<file path="src/rtl/bitbang_pkg.sv">
// bitbang_pkg: shared types and constants for the bit-bang link.
// Used by both the transmitter and the receiver side.
package bitbang_pkg;

    localparam int BB_BITS     = 8;
    localparam int BB_CNT_W    = 8;
    localparam int BB_MIN_HALF = 4;

    typedef enum logic [1:0] {
        RESYNC,
        IDLE,
        SETUP,
        HIGH
    } bb_state_t;

endpackage

</file>
<file path="src/rtl/bitbang_transmitter_if.sv">
// bitbang_transmitter_if: host-side byte/resync handshake of the transmitter.
// master = host, slave = transmitter.
interface bitbang_transmitter_if;
    import bitbang_pkg::*;

    logic               TxD_start;
    logic [BB_BITS-1:0] TxD_data;
    logic               TxR_req;
    logic               TxD_busy;
    logic               TxD_done;

    modport master (
        output TxD_start,
        output TxD_data,
        output TxR_req,
        input  TxD_busy,
        input  TxD_done
    );

    modport slave (
        input  TxD_start,
        input  TxD_data,
        input  TxR_req,
        output TxD_busy,
        output TxD_done
    );

endinterface

</file>
<file path="src/rtl/bitbang_phase_timer.sv">
// bitbang_phase_timer: loadable down-counter, terminal count at zero.
// Shared between the resync pulse and the TxC half-phases.
module bitbang_phase_timer
    import bitbang_pkg::*;
#(
    parameter logic [BB_CNT_W-1:0] RST_VAL = '0
) (
    input  logic                clk,
    input  logic                rst_n,
    input  logic                i_load,
    input  logic [BB_CNT_W-1:0] i_load_val,
    output logic                o_tc
);

    logic [BB_CNT_W-1:0] r_cnt;

    always_ff @(posedge clk or negedge rst_n) begin
        if (!rst_n) begin
            r_cnt <= RST_VAL;
        end else if (i_load) begin
            r_cnt <= i_load_val;
        end else if (r_cnt != '0) begin
            r_cnt <= r_cnt - 1'b1;
        end
    end

    assign o_tc = (r_cnt == '0);

endmodule

</file>
<file path="src/rtl/bitbang_transmitter.sv">
// bitbang_transmitter: shifts bytes out LSB first on TxD/TxC and owns TxR.
// All link outputs are registered from the next state so they never glitch.
module bitbang_transmitter
    import bitbang_pkg::*;
#(
    parameter int HALF_PERIOD   = 4,
    parameter int RESYNC_CYCLES = 8
) (
    input  logic                        clk,
    input  logic                        rst_n,
    bitbang_transmitter_if.slave        bus,
    output logic                        TxD,
    output logic                        TxC,
    output logic                        TxR
);

    localparam int HP_EFF = (HALF_PERIOD < BB_MIN_HALF) ? BB_MIN_HALF : HALF_PERIOD;
    localparam logic [BB_CNT_W-1:0] LD_HALF = BB_CNT_W'(HP_EFF - 1);
    localparam logic [BB_CNT_W-1:0] LD_RES  = BB_CNT_W'(RESYNC_CYCLES - 1);
    localparam logic [2:0]          LAST_BIT = 3'(BB_BITS - 1);

    bb_state_t          r_state;
    bb_state_t          w_state_nxt;
    logic [BB_BITS-1:0] r_shift;
    logic [BB_BITS-1:0] w_shift_nxt;
    logic [2:0]         r_bit;
    logic [2:0]         w_bit_nxt;
    logic               r_txd;
    logic               r_txc;
    logic               r_txr;
    logic               r_busy;
    logic               r_done;
    logic               w_txd_nxt;
    logic               w_txc_nxt;
    logic               w_txr_nxt;
    logic               w_busy_nxt;
    logic               w_done_nxt;
    logic               w_load;
    logic [BB_CNT_W-1:0] w_load_val;
    logic               w_tc;

    bitbang_phase_timer #(
        .RST_VAL (LD_RES)
    ) u_timer (
        .clk        (clk),
        .rst_n      (rst_n),
        .i_load     (w_load),
        .i_load_val (w_load_val),
        .o_tc       (w_tc)
    );

    always_ff @(posedge clk or negedge rst_n) begin
        if (!rst_n) begin
            r_state <= RESYNC;
            r_shift <= '0;
            r_bit   <= '0;
            r_txd   <= 1'b0;
            r_txc   <= 1'b0;
            r_txr   <= 1'b1;
            r_busy  <= 1'b1;
            r_done  <= 1'b0;
        end else begin
            r_state <= w_state_nxt;
            r_shift <= w_shift_nxt;
            r_bit   <= w_bit_nxt;
            r_txd   <= w_txd_nxt;
            r_txc   <= w_txc_nxt;
            r_txr   <= w_txr_nxt;
            r_busy  <= w_busy_nxt;
            r_done  <= w_done_nxt;
        end
    end

    always_comb begin
        w_state_nxt = r_state;
        w_shift_nxt = r_shift;
        w_bit_nxt   = r_bit;
        w_load      = 1'b0;
        w_load_val  = LD_HALF;
        w_done_nxt  = 1'b0;

        unique case (r_state)
            RESYNC: begin
                if (w_tc) begin
                    w_state_nxt = IDLE;
                end
            end
            IDLE: begin
                // Resync wins; a start in the same cycle is dropped.
                if (bus.TxR_req) begin
                    w_state_nxt = RESYNC;
                    w_load      = 1'b1;
                    w_load_val  = LD_RES;
                end else if (bus.TxD_start) begin
                    w_shift_nxt = bus.TxD_data;
                    w_bit_nxt   = '0;
                    w_state_nxt = SETUP;
                    w_load      = 1'b1;
                end
            end
            SETUP: begin
                if (w_tc) begin
                    w_state_nxt = HIGH;
                    w_load      = 1'b1;
                end
            end
            HIGH: begin
                if (w_tc) begin
                    w_load = 1'b1;
                    if (r_bit == LAST_BIT) begin
                        w_state_nxt = IDLE;
                        w_done_nxt  = 1'b1;
                    end else begin
                        w_shift_nxt = r_shift >> 1;
                        w_bit_nxt   = r_bit + 3'd1;
                        w_state_nxt = SETUP;
                    end
                end
            end
        endcase

        w_txr_nxt  = (w_state_nxt == RESYNC);
        w_txc_nxt  = (w_state_nxt == HIGH);
        w_busy_nxt = (w_state_nxt != IDLE);
        w_txd_nxt  = (w_state_nxt == SETUP || w_state_nxt == HIGH) ?
                     w_shift_nxt[0] : 1'b0;
    end

    assign TxD          = r_txd;
    assign TxC          = r_txc;
    assign TxR          = r_txr;
    assign bus.TxD_busy = r_busy;
    assign bus.TxD_done = r_done;

endmodule
</file>
<file path="src/flat_wrapper.sv">
// flat-port wrapper written by rule: the top's interface ports become plain ports
module bitbang_transmitter_flat import bitbang_pkg::*;
#(
    parameter int HALF_PERIOD   = 4,
    parameter int RESYNC_CYCLES = 8
)
  (clk, rst_n, TxD, TxC, TxR, bus_TxD_start, bus_TxD_data, bus_TxR_req, bus_TxD_busy, bus_TxD_done);
  bitbang_transmitter_if bus_i ();
  input  logic clk;
  input  logic rst_n;
  output logic TxD;
  output logic TxC;
  output logic TxR;
  input wire logic [$bits(bus_i.TxD_start)-1:0] bus_TxD_start;
  input wire logic [$bits(bus_i.TxD_data)-1:0] bus_TxD_data;
  input wire logic [$bits(bus_i.TxR_req)-1:0] bus_TxR_req;
  output wire logic [$bits(bus_i.TxD_busy)-1:0] bus_TxD_busy;
  output wire logic [$bits(bus_i.TxD_done)-1:0] bus_TxD_done;
  assign bus_i.TxD_start = bus_TxD_start;
  assign bus_i.TxD_data = bus_TxD_data;
  assign bus_i.TxR_req = bus_TxR_req;
  assign bus_TxD_busy = bus_i.TxD_busy;
  assign bus_TxD_done = bus_i.TxD_done;
  bitbang_transmitter #(.HALF_PERIOD(HALF_PERIOD), .RESYNC_CYCLES(RESYNC_CYCLES)) u_core (.clk(clk), .rst_n(rst_n), .bus(bus_i), .TxD(TxD), .TxC(TxC), .TxR(TxR));
endmodule
</file>
<file path="config.mk">
export PLATFORM = sky130hd
export DESIGN_NAME = bitbang_transmitter_flat
export DESIGN_NICKNAME = d
export VERILOG_FILES = /design/src/rtl/bitbang_pkg.sv /design/src/rtl/bitbang_transmitter_if.sv /design/src/rtl/bitbang_phase_timer.sv /design/src/rtl/bitbang_transmitter.sv /design/src/flat_wrapper.sv
export SDC_FILE = /design/constraint.sdc
export NUM_CORES = 1
export LEC_CHECK = 0
export ABC_AREA = 1
export BUFFER_PORTS_ARGS = -buffer_cell sky130_fd_sc_hd__clkbuf_2
export CAP_MARGIN = 20
export CORE_ASPECT_RATIO = 1.25
export CORE_MARGIN = 3
export CORE_UTILIZATION = 61
export CTS_CLUSTER_SIZE = 28
export DETAILED_ROUTE_END_ITERATION = 6
export HOLD_SLACK_MARGIN = 0.05
export PLACE_DENSITY = 0.89
export SYNTH_ARGS = -nofsm -noshare
export SYNTH_HDL_FRONTEND = slang
export SYNTH_SLANG_ARGS = --single-unit
</file>
<file path="constraint.sdc">
create_clock -name clk -period 3.2 [get_ports clk]
set_input_delay 0.32 -clock clk [delete_from_list [all_inputs] [get_ports clk]]
set_output_delay 0.32 -clock clk [all_outputs]
set_load 0.005 [all_outputs]
</file>
# == After elaboration in Yosys (flattened, before gate mapping) ==
# Cells that the tools add are included.
# classes
addsub,2
n_mul,0
n_div,0
n_lt_le_gt_ge,0
eq_ne,11
shifts,0
n_mux,29
bitwise_logic,0
n_reduce_logical,9
# ops
op,count
8-bit two-way mux,7
8-bit one-hot mux with 2 select lines,1
3-bit two-way mux,5
2-bit two-way mux,6
2-bit == test (second input constant),4
8-bit logical NOT,1
2-bit inequality test (second input constant),4
2-bit one-hot mux with 4 select lines,1
8-bit nonzero test,1
8-bit by 1-bit subtractor with 8-bit output (second input constant),1
1-bit two-way mux,7
3-bit one-hot mux with 2 select lines,1
5-bit AND reduction,1
2-bit logical NOT,2
2-bit nonzero test,2
3-bit by 1-bit adder with 3-bit output (second input constant),1
3-bit == test (second input constant),1
2-bit by 1-bit == test with 1-bit output (second input constant),1
2-bit by 1-bit inequality test with 1-bit output (second input constant),1
1-bit one-hot mux with 2 select lines,1
2-bit OR reduction,1
1-bit logical OR,1
# totals
reg_bits,26
latchBits,0
mem_bits_rw,0
romBits,0
input_bits,12
out_inout_bits,5
wordCells,61
mem_count,0

# == Logic depth before layout (Yosys ltp) ==
# Gate-level depths: netlist (run 1).
# logic_depth
ltp_word,7
depth_mapped,9
depth_no_buf,9

# == Hierarchy ==
# From an unflattened synthesis (run 1), not the netlist that was laid out.
# hier_totals
hier_cells,169
area_unflattened_um2,1377.6
# by_module_without_submodules
module,n_inst,cells_per_inst,area_per_inst_um2,seq_area_each_um2
bitbang_transmitter,1,98,860.8,452.9
bitbang_phase_timer,1,71,516.7,203.9

# == Least setup slack after synthesis (run 1) ==
# OpenSTA, ideal clock, no wires.
# synth_timing
path_type,reg2reg
start,register u_core.u_timer.r_cnt[0]
end,register u_core.r_shift[1]
setup_ns,0.117
arrival_ns,1.276
t_required_ns,3.083
path_slack_ns,1.808
stages_incl_launch_ff,10
path_buffers,1
synth_period_minus_slack_ns,1.392
cell_sequence,dfstp_2 inv_1 ha_1 nand2_2 nor2_4 buf_4 nand4_1 nand2_1 nand2_1 nand2_1
# synth_between
elab_chain_len,3
# synth_lines
item,line_no,text
start: declaration,bitbang_phase_timer.sv:15,logic [BB_CNT_W-1:0] r_cnt;
start signal: assignment,bitbang_phase_timer.sv:21,r_cnt <= i_load_val;
start signal: assignment,bitbang_phase_timer.sv:23,r_cnt <= r_cnt - 1'b1;
8-bit logical NOT,bitbang_phase_timer.sv:27,assign o_tc = (r_cnt == '0);
2-bit inequality test (no line),-,
5-bit AND reduction (no line),-,
end signal: assignment,bitbang_transmitter.sv:64,r_shift <= w_shift_nxt;
end: declaration,bitbang_transmitter.sv:24,logic [BB_BITS-1:0] r_shift;
# Every way passes these cells.
# A chain may end at the register's enable or synchronous reset.

# == Worst setup path after layout (run 1) ==
# layout_timing
start,register u_core.u_timer.r_cnt[0]
end,register u_core.u_timer.r_cnt[2]
# layout_between
elab_chain_len,4
word_cells_on_any_way,8
classes_between,1 x add/sub; 4 x mux; 3 x reduce/logical
# layout_lines
item
"parallel branches: the longest is 4 deep, another holds 8-bit by 1-bit subtractor with 8-bit output"
# Parallel ways; which one is timed is not known. The select of a mux whose other input is x is not followed.

==> Implementation_results.wiki, run 1 <==
{| class="wikitable"
! Metric !! Value
|-
| Initial DRT Pass Iterations || 6
|-
| Diode insertion count for antenna repair || 0
|-
| Post-Route Skew || 3.04 ps
|-
| Max frequency || between 500 and 600 MHz
|-
| Total negative slack || 0 ps
|-
| # port buffers || 16
|-
| Number of distinct library cells after synthesis || 26
|-
| Multiplexer area fraction after synthesis || 0%
|-
| Gate count after technology mapping || 172
|-
| Number of buffers created by CTS || 3
|-
| Setup crit start kind || register
|-
| Max-capacitance violation count || 0
|-
| Flops & latches, synth || 26
|-
| Clock-pin transition on the worst setup and hold timing paths || 130 ps
|-
| Detailed Route WL || about 2.6 mm
|-
| Cell area after layout || roughly 0.0015 mm^2
|-
| HPWL after detailed placement || 2.04 mm
|-
| Cell breakdown of the critical path || inv_1 > ha_1 > nand2_2 > nor2_4 > nand2_1 > nand2_1 > inv_1 > nand2_1 > o21ai_0
|-
| Largest net degree at the start of global routing || 27
|-
| Slew at the pin with the worst max-slew slack || ~600 ps
|-
| Master cell of the clock root buffer || sky130_fd_sc_hd__clkbuf_4
|-
| CORE AREA || just over 0.002 mm^2
|-
| Initial standard-cell utilization of the core || about 67%
|-
| Fraction of the core area covered by cells at the end of the flow || 74.4%
|-
| Vias || between 1000 and 1500
|-
| Commonest non-fill, non-tap cells in the layout || 61 x sky130_fd_sc_hd__nand2_1, 21 x sky130_fd_sc_hd__dfrtp_1, 17 x sky130_fd_sc_hd__inv_1, 16 x sky130_fd_sc_hd__clkbuf_2, 15 x sky130_fd_sc_hd__nor2_1
|-
| Die width || between 40 and 50 um
|-
| Simple-gate share of the synthesized area || 33.8%
|-
| Critical Path Sink Type || register
|-
| Final ANT Viol Nets || 0
|-
| Sequential cell area || between 600 and 700 um^2
|-
| Num rows || 18
|-
| Mapped Area || 0.00140 mm^2
|-
| Dominant combinational cell family by area after synthesis || simple AND/OR/NAND/NOR gates
|-
| Area post-placement || 0.00151 mm^2
|-
| Unrepaired setup endpoints after global routing || false
|-
| First-pass GRT wire length || between 4 and 5 mm
|-
| CTS tree || yes
|-
| Crit path buffers/inverters || 2
|-
| Number of setup buffers added after CTS || 0
|-
| Weighted congestion at the end of routability-driven global placement || 0.819
|-
| Slowest cell on crit path || sky130_fd_sc_hd__dfstp_2
|-
| Yosys Warn Count || 0
|-
| CP max FO || 17
|-
| Final max-slew violation count || 0
|-
| Worst min path class || in -> reg
|-
| Remaining global-route overflow || 0
|-
| H-tree levels || 1
|-
| Ratio of routed vias to standard cells || 5.13
|-
| Peak supply drop || 627 uV
|-
| Clk buf depth || 2
|-
| Part of the Yosys area used for sequential elements || a little under half
|-
| Number of top-level pins || 17
|-
| Fin. Hold Viols || 0
|-
| Multi-input combinational cell area || around 660 um^2
|-
| Share of the synthesized area in compound gates (AO/OA/AOI/OAI) || approximately 7.4%
|-
| Category of the critical setup timing path || reg -> reg
|-
| P per Cell Area || just under 800 mW/mm^2
|-
| Number of antenna violations at the first check in global routing || 0
|-
| Number of global-route vias before repair || 1105
|-
| Layout-stage area growth over the synthesis result || 10.5%
|-
| Number of fillers in the final layout || 170
|-
| Synth Area in Adders || 4.48%
|-
| Worst endpoint data arrival time || roughly 1900 ps
|-
| Final critical path time including I/O delays and setup || roughly 1700 ps
|-
| Number of sinks handled by clock tree synthesis || 26
|-
| Share of the synthesized netlist area taken by xor and xnor gates || ~1.9%
|-
| Clock latency of the later-clocked register in the worst-skew pair || between 300 and 400 ps
|-
| Synthesized Nets || between 150 and 200
|-
| Routed wire length per instance || around 12 um
|-
| Overall die area || 0.00290 mm^2
|-
| Total routing usage reported by global routing || about a fifth
|-
| Most common cell after layout, fill and taps aside || sky130_fd_sc_hd__nand2_1
|-
| Mean Syn Cell Area || between 8 and 9 um^2
|-
| Iteration-0 DRC count of the detailed router || 40
|-
| Outcome || completed
|-
| Final Hold Slack || 197 ps
|-
| Share of the cycle needed by the critical path after routing || a little over half
|-
| Final Net Count || 210
|-
| Most Frequent Cell on Critical Path || sky130_fd_sc_hd__nand2_1
|-
| Post-detailed-route DRC marker count || 0
|-
| Relative slew slack || 58.9%
|-
| Leakage Power || around 0.85 nW
|-
| Critical path's largest stage delay || between 300 and 400 ps
|-
| Die outline height || roughly 59 um
|-
| Fraction of final layout cells with drive strength greater than 1 || 20.3%
|-
| Cell family with the largest share of critical-path delay || simple AND/OR/NAND/NOR gates
|-
| Worst path required time || 3460 ps
|-
| Number of setup violations in the final report || 0
|}
[flip-flops by register name (all words and copies together), names as in the netlist, 2 cells and up]
register	count
u_core.r_state	2
u_core.u_timer.r_cnt	8
u_core.r_shift	8
u_core.r_bit	3
[what timing repair did]
item	CTS	global route
resized for setup	0	0
hold buffers	1	0
endpoints found under the hold margin	21	0
[synthesized netlist by cell type (all sizes together)]
cell type	number	area, um^2
a21oi	7	50.1
nand3	6	30.0
ha	5	62.6
nor3	4	20.0
o22ai	1	12.5
xnor2	1	8.76
nor3b	1	7.51
or2	1	6.26
inv	18	67.6
nor2	20	111
o21ai	8	40.0
nand2	66	265
buf	1	7.51
nand4	5	31.3
dfrtp	21	526
dfstp	5	131
xor2	2	17.5
[worst register-to-register path, stage by stage, from the launching register on]
cell	delay (ps)
sky130_fd_sc_hd__dfstp_2	390
sky130_fd_sc_hd__inv_1	110
sky130_fd_sc_hd__ha_1	180
sky130_fd_sc_hd__nand2_2	90
sky130_fd_sc_hd__nor2_4	340
sky130_fd_sc_hd__nand2_1	100
sky130_fd_sc_hd__nand2_1	170
sky130_fd_sc_hd__inv_1	110
sky130_fd_sc_hd__nand2_1	60
sky130_fd_sc_hd__o21ai_0	80
[power by group]
| part | leakage [nW] | internal [mW] | switching [mW] |
|---|---|---|---|
| combinational | 0.506 | 0.182 | 0.314 |
| sequential | 0.332 | 0.480 | 0.0995 |
| clock | 0.0150 | 0.0488 | 0.0906 |
[layout make-up]
cell class,instances,area share [%]
Clock buffer,4,1.70
Multi-Input combinational cell,127,43.0
Timing Repair Buffer,17,5.84
Inverter,18,4.38
Tap cell,30,2.44
Sequential cell,26,42.6
[worst paths after layout]
| path | end | start | cells after the start | slack, ps |
|---|---|---|---|---|
| setup / recovery | u_core.u_timer.r_cnt[2]$_DFFE_PN1P_ | u_core.u_timer.r_cnt[0]$_DFFE_PN1P_ | 9 | 1510 |
| hold / removal | u_core.r_shift[7]$_DFFE_PN0P_ | bus_TxD_data[7] | 3 | 200 |
| setup reg to reg | u_core.u_timer.r_cnt[2]$_DFFE_PN1P_ | u_core.u_timer.r_cnt[0]$_DFFE_PN1P_ | 9 | 1510 |
| hold reg to reg | u_core.r_shift[7]$_DFFE_PN0P_ | u_core.r_shift[7]$_DFFE_PN0P_ | 2 | 500 |
| max in group asynchronous | u_core.r_state[0]$_DFF_PN0_ | rst_n | 2 | 2270 |
| min in group asynchronous | u_core.u_timer.r_cnt[7]$_DFFE_PN0P_ | rst_n | 2 | 530 |
[through the flow]
stage	instances	setup slack [ps]	power [mW]
3_5_place_dp	217	1510	1.09
2_1_floorplan	172	1810	0.947
3_3_place_gp	217	1630	1.05
5_1_grt	222	1350	1.33
6_report	222	1510	1.21
4_1_cts	222	1490	1.23
[metal layers]
layer / share of wire [%] / global-route usage, %
met5: 0 / 0
met2: 53 / 38.6
met3: 3.0 / 2.77
met1: 42 / 24.4
met4: 1.8 / 10.6
[cell families after synthesis]
logic type | Yosys count
buf+inv | 19
fa+ha+maj | 5
xor+xnor | 3
flops | 26
simple gates | 103
compound gates | 16
Note: power is estimated with default switching activity, not from simulation.
==> run 2, diff against run 1 <==
--- a/config.mk
+++ b/config.mk
@@ -10,11 +10,11 @@
 export CAP_MARGIN = 20
 export CORE_ASPECT_RATIO = 1.25
 export CORE_MARGIN = 3
-export CORE_UTILIZATION = 61
+export CORE_UTILIZATION = 56
 export CTS_CLUSTER_SIZE = 28
 export DETAILED_ROUTE_END_ITERATION = 6
 export HOLD_SLACK_MARGIN = 0.05
-export PLACE_DENSITY = 0.89
+export PLACE_DENSITY = 0.83
 export SYNTH_ARGS = -nofsm -noshare
 export SYNTH_HDL_FRONTEND = slang
 export SYNTH_SLANG_ARGS = --single-unit
==> constraint.sdc (replaced) <==
create_clock -name clk -period 1.76 [get_ports clk]
set_input_delay 0.176 -clock clk [delete_from_list [all_inputs] [get_ports clk]]
set_output_delay 0.176 -clock clk [all_outputs]
set_load 0.005 [all_outputs]
==> Implementation_results.wiki, run 2 (synthesis results as in run 1) <==
{| class="wikitable"
! Metric !! Value
|-
| Slew at the pin with the worst max-slew slack || approximately 620 ps
|-
| Overall die area || approximately 0.0031 mm^2
|-
| Number of fillers in the final layout || 191
|-
| Final setup margin || about 130 ps
|-
| Detailed Route WL || 2.79 mm
|-
| Total negative slack || 0 ps
|-
| Unrepaired setup endpoints after global routing || false
|-
| Die width || 50.6 um
|-
| Leading registers by flop count || u_core.r_shift (8), u_core.u_timer.r_cnt (8), u_core.r_bit (3)
|-
| Number of antenna violations at the first check in global routing || 0
|-
| Sink of the worst hold path || u_core.r_shift[3]$_DFFE_PN0P_
|-
| Num rows || 19
|-
| Total routing usage reported by global routing || about a fifth
|-
| HPWL after detailed placement || slightly above 2 mm
|-
| Die outline height || approximately 62 um
|-
| Cell family with the largest share of critical-path delay || flip-flops
|-
| Post-Route Skew || a little under 4 ps
|-
| Share of the cycle needed by the critical path after routing || 92.8%
|-
| Relative slew slack || slightly below 60%
|-
| Clock-pin transition on the worst setup and hold timing paths || between 100 and 150 ps
|-
| Worst endpoint data arrival time || 1910 ps
|-
| Setup crit start kind || register
|-
| Post-detailed-route DRC marker count || 0
|-
| Number of global-route vias before repair || 1163
|-
| Internal Power || between 1 and 1.5 mW
|-
| Crit path buffers/inverters || 2
|-
| Layout-stage area growth over the synthesis result || 15.7%
|-
| Diode insertion count for antenna repair || 0
|-
| First-pass GRT wire length || 4.70 mm
|-
| Remaining global-route overflow || 0
|-
| Clock latency of the later-clocked register in the worst-skew pair || between 300 and 400 ps
|-
| Commonest non-fill, non-tap cells in the layout || 61 x sky130_fd_sc_hd__nand2_1, 21 x sky130_fd_sc_hd__dfrtp_1, 17 x sky130_fd_sc_hd__inv_1, 16 x sky130_fd_sc_hd__clkbuf_2, 15 x sky130_fd_sc_hd__nor2_1
|-
| Critical R2R Launch || u_core.u_timer.r_cnt[0]$_DFFE_PN1P_
|-
| CP max FO || 10
|-
| Worst path required time || roughly 2000 ps
|-
| Switching power of the nets || 0.947 mW
|-
| Seq pwr share || between 40% and 50%
|-
| Number of top-level pins || 17
|-
| Final ANT Viol Nets || 0
|-
| Instance count along the most critical hold path || 3
|-
| Peak supply drop || ~1200 uV
|-
| Weighted congestion at the end of routability-driven global placement || 0.770
|-
| Total Power || around 2.4 mW
|-
| CORE AREA || about 0.0023 mm^2
|-
| Slowest cell on crit path || sky130_fd_sc_hd__dfstp_2
|-
| Clock group share of total power || between 15 and 20%
|-
| Most Frequent Cell on Critical Path || sky130_fd_sc_hd__nand2_1
|-
| Critical path's largest stage delay || roughly 550 ps
|-
| Most common cell after layout, fill and taps aside || sky130_fd_sc_hd__nand2_1
|-
| H-tree levels || 1
|-
| Initial DRT Pass Iterations || 4
|-
| Hold Path Origin || bus_TxD_data[3]
|-
| R2r endpoint || u_core.r_shift[4]$_DFFE_PN0P_
|-
| R2R setup slack || roughly 130 ps
|-
| Number of setup violations in the final report || 0
|-
| P per Cell Area || roughly 1500 mW/mm^2
|-
| Outcome || completed
|-
| Critical Path Start || u_core.u_timer.r_cnt[0]$_DFFE_PN1P_
|-
| Iteration-0 DRC count of the detailed router || 29
|-
| Largest net degree at the start of global routing || 27
|-
| Final max-slew violation count || 0
|-
| Worst slack, placed || around 110 ps
|-
| Fin. Hold Viols || 0
|-
| Max-capacitance violation count || 0
|-
| Share of total power in combinational logic || between 30% and 40%
|-
| Worst min path class || in -> reg
|-
| Worst reg2reg path depth || 8
|-
| Max frequency || 612 MHz
|-
| Leakage Power || just under 0.9 nW
|-
| Number of sinks handled by clock tree synthesis || 26
|-
| Final critical path time including I/O delays and setup || between 1500 and 2000 ps
|-
| Net switching fraction of the power || between 30% and 40%
|-
| Initial standard-cell utilization of the core || 61.1%
|-
| Category of the critical setup timing path || reg -> reg
|-
| Ratio of routed vias to standard cells || between 5 and 6
|-
| Final Net Count || between 200 and 250
|-
| Cell breakdown of the critical path || inv_1 > ha_1 > nand2_2 > nor2_4 > buf_12 > o22ai_4 > nand2_1 > nand2_1
|-
| # port buffers || 16
|-
| Vias || about 1200
|-
| CTS tree || yes
|-
| Fraction of final layout cells with drive strength greater than 1 || between 20% and 30%
|-
| Clk buf depth || 2
|-
| Master cell of the clock root buffer || sky130_fd_sc_hd__clkbuf_4
|-
| Critical Path Sink Type || register
|-
| Number of buffers created by CTS || 3
|-
| Routed wire length per instance || between 10 and 15 um
|}
## run 2: through the flow
step	instances	cell area [um^2]	hold slack, ps	util (%)
CTS	224	1580	62.8	69.2
floorplan	172	1400	-120	-
global route	226	1610	71.0	70.7
detailed placement	218	1510	223	66.0
finish	226	1610	56.8	70.7
global placement	218	1510	220	66.0
## run 2: power groups by stage
stage	combinational (mW)	sequential, mW	clock, mW
finish	0.944	1.05	0.408
global route	1.10	1.08	0.438
CTS	0.916	1.05	0.410
detailed placement	0.907	1.07	0
global placement	0.864	1.05	0
floorplan	0.700	1.02	0
## run 2: worst max-delay path by stage
stage / endpoint / slack [ps] / cells after the start
finish: u_core.r_shift[4]$_DFFE_PN0P_ / 130 / 8
global route: u_core.r_shift[3]$_DFFE_PN0P_ / 30 / 8
CTS: u_core.u_timer.r_cnt[5]$_DFFE_PN0P_ / 90 / 9
detailed placement: u_core.u_timer.r_cnt[5]$_DFFE_PN0P_ / 110 / 9
global placement: u_core.u_timer.r_cnt[5]$_DFFE_PN0P_ / 190 / 9
floorplan: u_core.r_shift[1]$_DFFE_PN0P_ / 370 / 9
## run 2: layout make-up
class	instances	area [um^2]	share of cell area, %
well taps	31	38.8	2.40
clock buffers	3	22.5	1.40
multi-input cells	127	671	41.6
clock inverters	1	30.0	1.86
flip-flops and latches	26	657	40.7
inverters	18	67.6	4.19
repair buffers	20	128	7.91
## run 2: per-layer routing
layer / track usage [%] / vias up / wire (um)
met4: 9.62 / 0 / 63
met3: 2.15 / 8 / 60
met1: 20.2 / 570 / 1140
li1: - / 591 / -
met5: 0 / - / 0
met2: 40.9 / 19 / 1530
## run 2: timing repair
action,CTS,global route
gates resized for setup,0,1
setup buffers,0,2
hold buffers,2,0
endpoints found under the hold margin,22,0
setup endpoints to repair,0,7
## run 2: worst register-to-register path: cells and delay by family, from the launching register on
| kind | cells | cell delay (ps) |
|---|---|---|
| AO/OA/AOI/OAI | 1 | 230 |
| flip-flops | 1 | 550 |
| buffers and inverters | 2 | 210 |
| adder cells (fa/ha/maj) | 1 | 210 |
| AND/OR/NAND/NOR | 4 | 380 |
==> run 3, diff against run 2 <==
--- a/config.mk
+++ b/config.mk
@@ -15,6 +15,8 @@
 export DETAILED_ROUTE_END_ITERATION = 6
 export HOLD_SLACK_MARGIN = 0.05
 export PLACE_DENSITY = 0.83
+export SETUP_SLACK_MARGIN = 0.1
 export SYNTH_ARGS = -nofsm -noshare
 export SYNTH_HDL_FRONTEND = slang
+export SYNTH_HIERARCHICAL = 1
 export SYNTH_SLANG_ARGS = --single-unit
==> Implementation_results.wiki, run 3 <==
{| class="wikitable"
! Metric !! Value
|-
| Category of the critical setup timing path || reg -> reg
|-
| Commonest non-fill, non-tap cells in the layout || 51 x sky130_fd_sc_hd__nand2_1, 23 x sky130_fd_sc_hd__nand3_1, 20 x sky130_fd_sc_hd__dfrtp_1, 16 x sky130_fd_sc_hd__clkbuf_2, 13 x sky130_fd_sc_hd__nor2_1
|-
| HPWL after detailed placement || 2.08 mm
|-
| Worst endpoint data arrival time || about 1800 ps
|-
| Flops & latches, synth || 26
|-
| Fraction of final layout cells with drive strength greater than 1 || 31.4%
|-
| Post-Route Skew || 6.11 ps
|-
| Vias || 1221
|-
| Most instantiated library cell after synthesis || sky130_fd_sc_hd__nand2_1
|-
| Initial standard-cell utilization of the core || 61.0%
|-
| Total routing usage reported by global routing || 22.0%
|-
| Ranking of synthesized cells by instance count || 55 x sky130_fd_sc_hd__nand2_1, 23 x sky130_fd_sc_hd__nand3_1, 21 x sky130_fd_sc_hd__dfrtp_1
|-
| Cell area after layout || ~0.0018 mm^2
|-
| Max-capacitance violation count || 0
|-
| Leakage Power || between 0.9 and 1 nW
|-
| Routed wire length per instance || 12.9 um
|-
| Net switching fraction of the power || between 30% and 40%
|-
| Layout-stage area growth over the synthesis result || 28.2%
|-
| Final Hold Slack || ~70 ps
|-
| CP max FO || 6
|-
| Num rows || 19
|-
| Number of global-route vias before repair || about 1200
|-
| Detailed Route WL || about 3.1 mm
|-
| Unrepaired setup endpoints after global routing || true
|-
| Worst reg2reg path depth || 11
|-
| Max frequency || 623 MHz
|-
| # port buffers || 16
|-
| Outcome || completed
|-
| Final setup margin || about 160 ps
|-
| Clk buf depth || 2
|-
| Clock group share of total power || 16.6%
|-
| Leading registers by flop count || u_core/r_shift (8), u_core/u_timer/r_cnt (8), u_core/r_bit (3)
|-
| Critical Path Sink Type || register
|-
| Number of buffers created by CTS || 3
|-
| Iteration-0 DRC count of the detailed router || 16
|-
| Top FF cell, synth || sky130_fd_sc_hd__dfrtp_1
|-
| Mean Syn Cell Area || a little over 8 um^2
|-
| Share of the cycle needed by the critical path after routing || just over 90%
|-
| Final ANT Viol Nets || 0
|-
| Number of distinct library cells after synthesis || 26
|-
| Number of fillers in the final layout || 153
|-
| Number of antenna violations at the first check in global routing || 0
|-
| P per Cell Area || roughly 1400 mW/mm^2
|-
| Multi-input combinational cell area || 713 um^2
|-
| Relative slew slack || a little under three fifths
|-
| Number of setup violations in the final report || 0
|-
| Final std cells w/o fill || between 200 and 250
|-
| Area post-placement || approximately 0.0015 mm^2
|-
| Number of top-level pins || 17
|-
| Master cell of the clock root buffer || sky130_fd_sc_hd__clkbuf_4
|-
| Remaining global-route overflow || 0
|-
| Slew at the pin with the worst max-slew slack || 653 ps
|-
| Instance count along the most critical hold path || 3
|-
| Part of the Yosys area used for sequential elements || a little under half
|-
| Share of total power in combinational logic || around 40%
|-
| Post-synthesis async set-or-reset flop share || between 90% and 100%
|-
| First-pass GRT wire length || around 5 mm
|-
| Peak supply drop || approximately 1100 uV
|-
| Initial DRT Pass Iterations || 4
|-
| Seq pwr share || 44.1%
|-
| Post-detailed-route DRC marker count || 0
|-
| Most common cell after layout, fill and taps aside || sky130_fd_sc_hd__nand2_1
|-
| Main area contributors after synthesis || sky130_fd_sc_hd__dfrtp_1 38%, sky130_fd_sc_hd__nand2_1 15%, sky130_fd_sc_hd__dfstp_2 9.5%
|-
| Switching power of the nets || around 0.95 mW
|-
| EDFF count, synth || 0
|-
| Final critical path time including I/O delays and setup || roughly 1600 ps
|-
| Overall die area || slightly above 0.003 mm^2
|-
| Fin. Hold Viols || 0
|-
| Worst slack, placed || -24.7 ps
|-
| Sequential cell area || between 600 and 700 um^2
|-
| Clock latency of the later-clocked register in the worst-skew pair || between 300 and 400 ps
|-
| Diode insertion count for antenna repair || 0
|-
| Yosys top cell by area || sky130_fd_sc_hd__dfrtp_1
|-
| CORE AREA || 0.00226 mm^2
|-
| Die width || around 50 um
|-
| Internal Power || around 1.5 mW
|-
| Mapped Area || between 0.001 and 0.0015 mm^2
|-
| Ratio of routed vias to standard cells || 5.07
|-
| Die outline height || 61.5 um
|-
| Largest net degree at the start of global routing || 27
|-
| Setup crit start kind || register
|-
| Worst path required time || ~2000 ps
|-
| Number of sinks handled by clock tree synthesis || 26
|-
| Gate count after technology mapping || about 170
|-
| Number of cells after detailed placement || 224
|-
| Weighted congestion at the end of routability-driven global placement || about 0.88
|-
| Yosys Warn Count || 6
|-
| CTS tree || yes
|-
| Fraction of post-synthesis cell area in the top cell type by area || a little under two fifths
|-
| Total Power || around 2.5 mW
|-
| Clock-pin transition on the worst setup and hold timing paths || roughly 140 ps
|-
| H-tree levels || 1
|-
| Worst min path class || in -> reg
|-
| Final max-slew violation count || 0
|-
| Final Net Count || approximately 230
|}
==> run 3: cell count changes after synthesis, sizes merged, moves of 2 or more <==
cell   before  now
nand4       5    1
nand2      66   59
nor3        4    0
a21oi       7    1
conb        0    2
ha          5    3
nand3       6   24
==> run 3: kinds of logic (layout without fill, tap and decap cells) <==
group | after synthesis | in the layout | share of synthesized area (%)
adders and majority gates | 3 | 3 | 2.73
buffers and inverters | 19 | 55 | 5.81
xor gates and xnor gates | 2 | 2 | 1.27
other | 2 | 7 | 0.545
and+or+nand+nor | 105 | 105 | 36.1
DFF | 26 | 26 | 47.7
AOI/OAI and AO/OA | 12 | 12 | 5.81
==> run 3: through the flow <==
stage / TNS [ps] / util [%]
finish: 0 / 78.2
CTS: 0 / 74.6
global placement: 0 / 68.3
floorplan: 0 / -
global route: 0 / 78.2
detailed placement: -49.1 / 68.3
==> run 3: cell type report <==
type / instances / area share (%)
Clock buffer: 3 / 1.27
Inverter: 17 / 3.75
Timing Repair Buffer: 34 / 13.5
Clock inverter: 1 / 1.70
Sequential cell: 26 / 37.3
Multi-Input combinational cell: 129 / 40.4
Tap cell: 31 / 2.20
==> run 3: timing repair <==
item / in CTS / in global routing
buffers inserted: 3 / 4
hold buffers: 6 / 0
pin swaps: 5 / 9
setup endpoints to repair: 13 / 22
gates resized for setup: 1 / 16
endpoints found under the hold margin: 26 / 0
==> run 3: path summary, 6_finish.rpt <==
path	start	end	slack [ps]
min in group asynchronous	rst_n	u_core/r_shift[2]$_DFFE_PN0P_	410
hold / removal	bus_TxD_data[6]	u_core/r_shift[6]$_DFFE_PN0P_	70
hold reg to reg	u_core/r_bit[1]$_DFFE_PN0P_	u_core/r_bit[1]$_DFFE_PN0P_	500
max in group asynchronous	rst_n	u_core/u_timer/r_cnt[3]$_DFFE_PN0P_	900
setup reg to reg	u_core/u_timer/r_cnt[5]$_DFFE_PN0P_	u_core/r_shift[0]$_DFF_PN0_	160
setup / recovery	u_core/u_timer/r_cnt[5]$_DFFE_PN0P_	u_core/r_shift[0]$_DFF_PN0_	160
==> run 3: critical path: stages (launching register included) <==
cell	delay, ps
sky130_fd_sc_hd__dfrtp_1	460
sky130_fd_sc_hd__nor2_2	160
sky130_fd_sc_hd__nand2_2	70
sky130_fd_sc_hd__nor2_4	130
sky130_fd_sc_hd__inv_2	60
sky130_fd_sc_hd__buf_6	130
sky130_fd_sc_hd__nor2_8	150
sky130_fd_sc_hd__nand2_4	60
sky130_fd_sc_hd__nand2_2	50
sky130_fd_sc_hd__nor2_1	30
sky130_fd_sc_hd__nor2_1	140
sky130_fd_sc_hd__inv_1	60
==> run 3: routing by layer <==
metal  track usage [%]  routed length (um)  up-vias
met3              3.15                  70       10
met4              13.1                  87        0
met2              41.4                1640       23
li1                  -                   -      613
met5                 0                   0        -
met1              23.7                1310      575
==> run 3: power by group through the flow <==
stage          clock network (mW)  registers (mW)  logic [mW]
2_1_floorplan                   0            1.03       0.609
3_3_place_gp                    0            1.06       0.758
3_5_place_dp                    0            1.07       0.817
4_1_cts                     0.422            1.06       0.861
5_1_grt                     0.441            1.12        1.10
6_report                    0.410            1.09       0.972
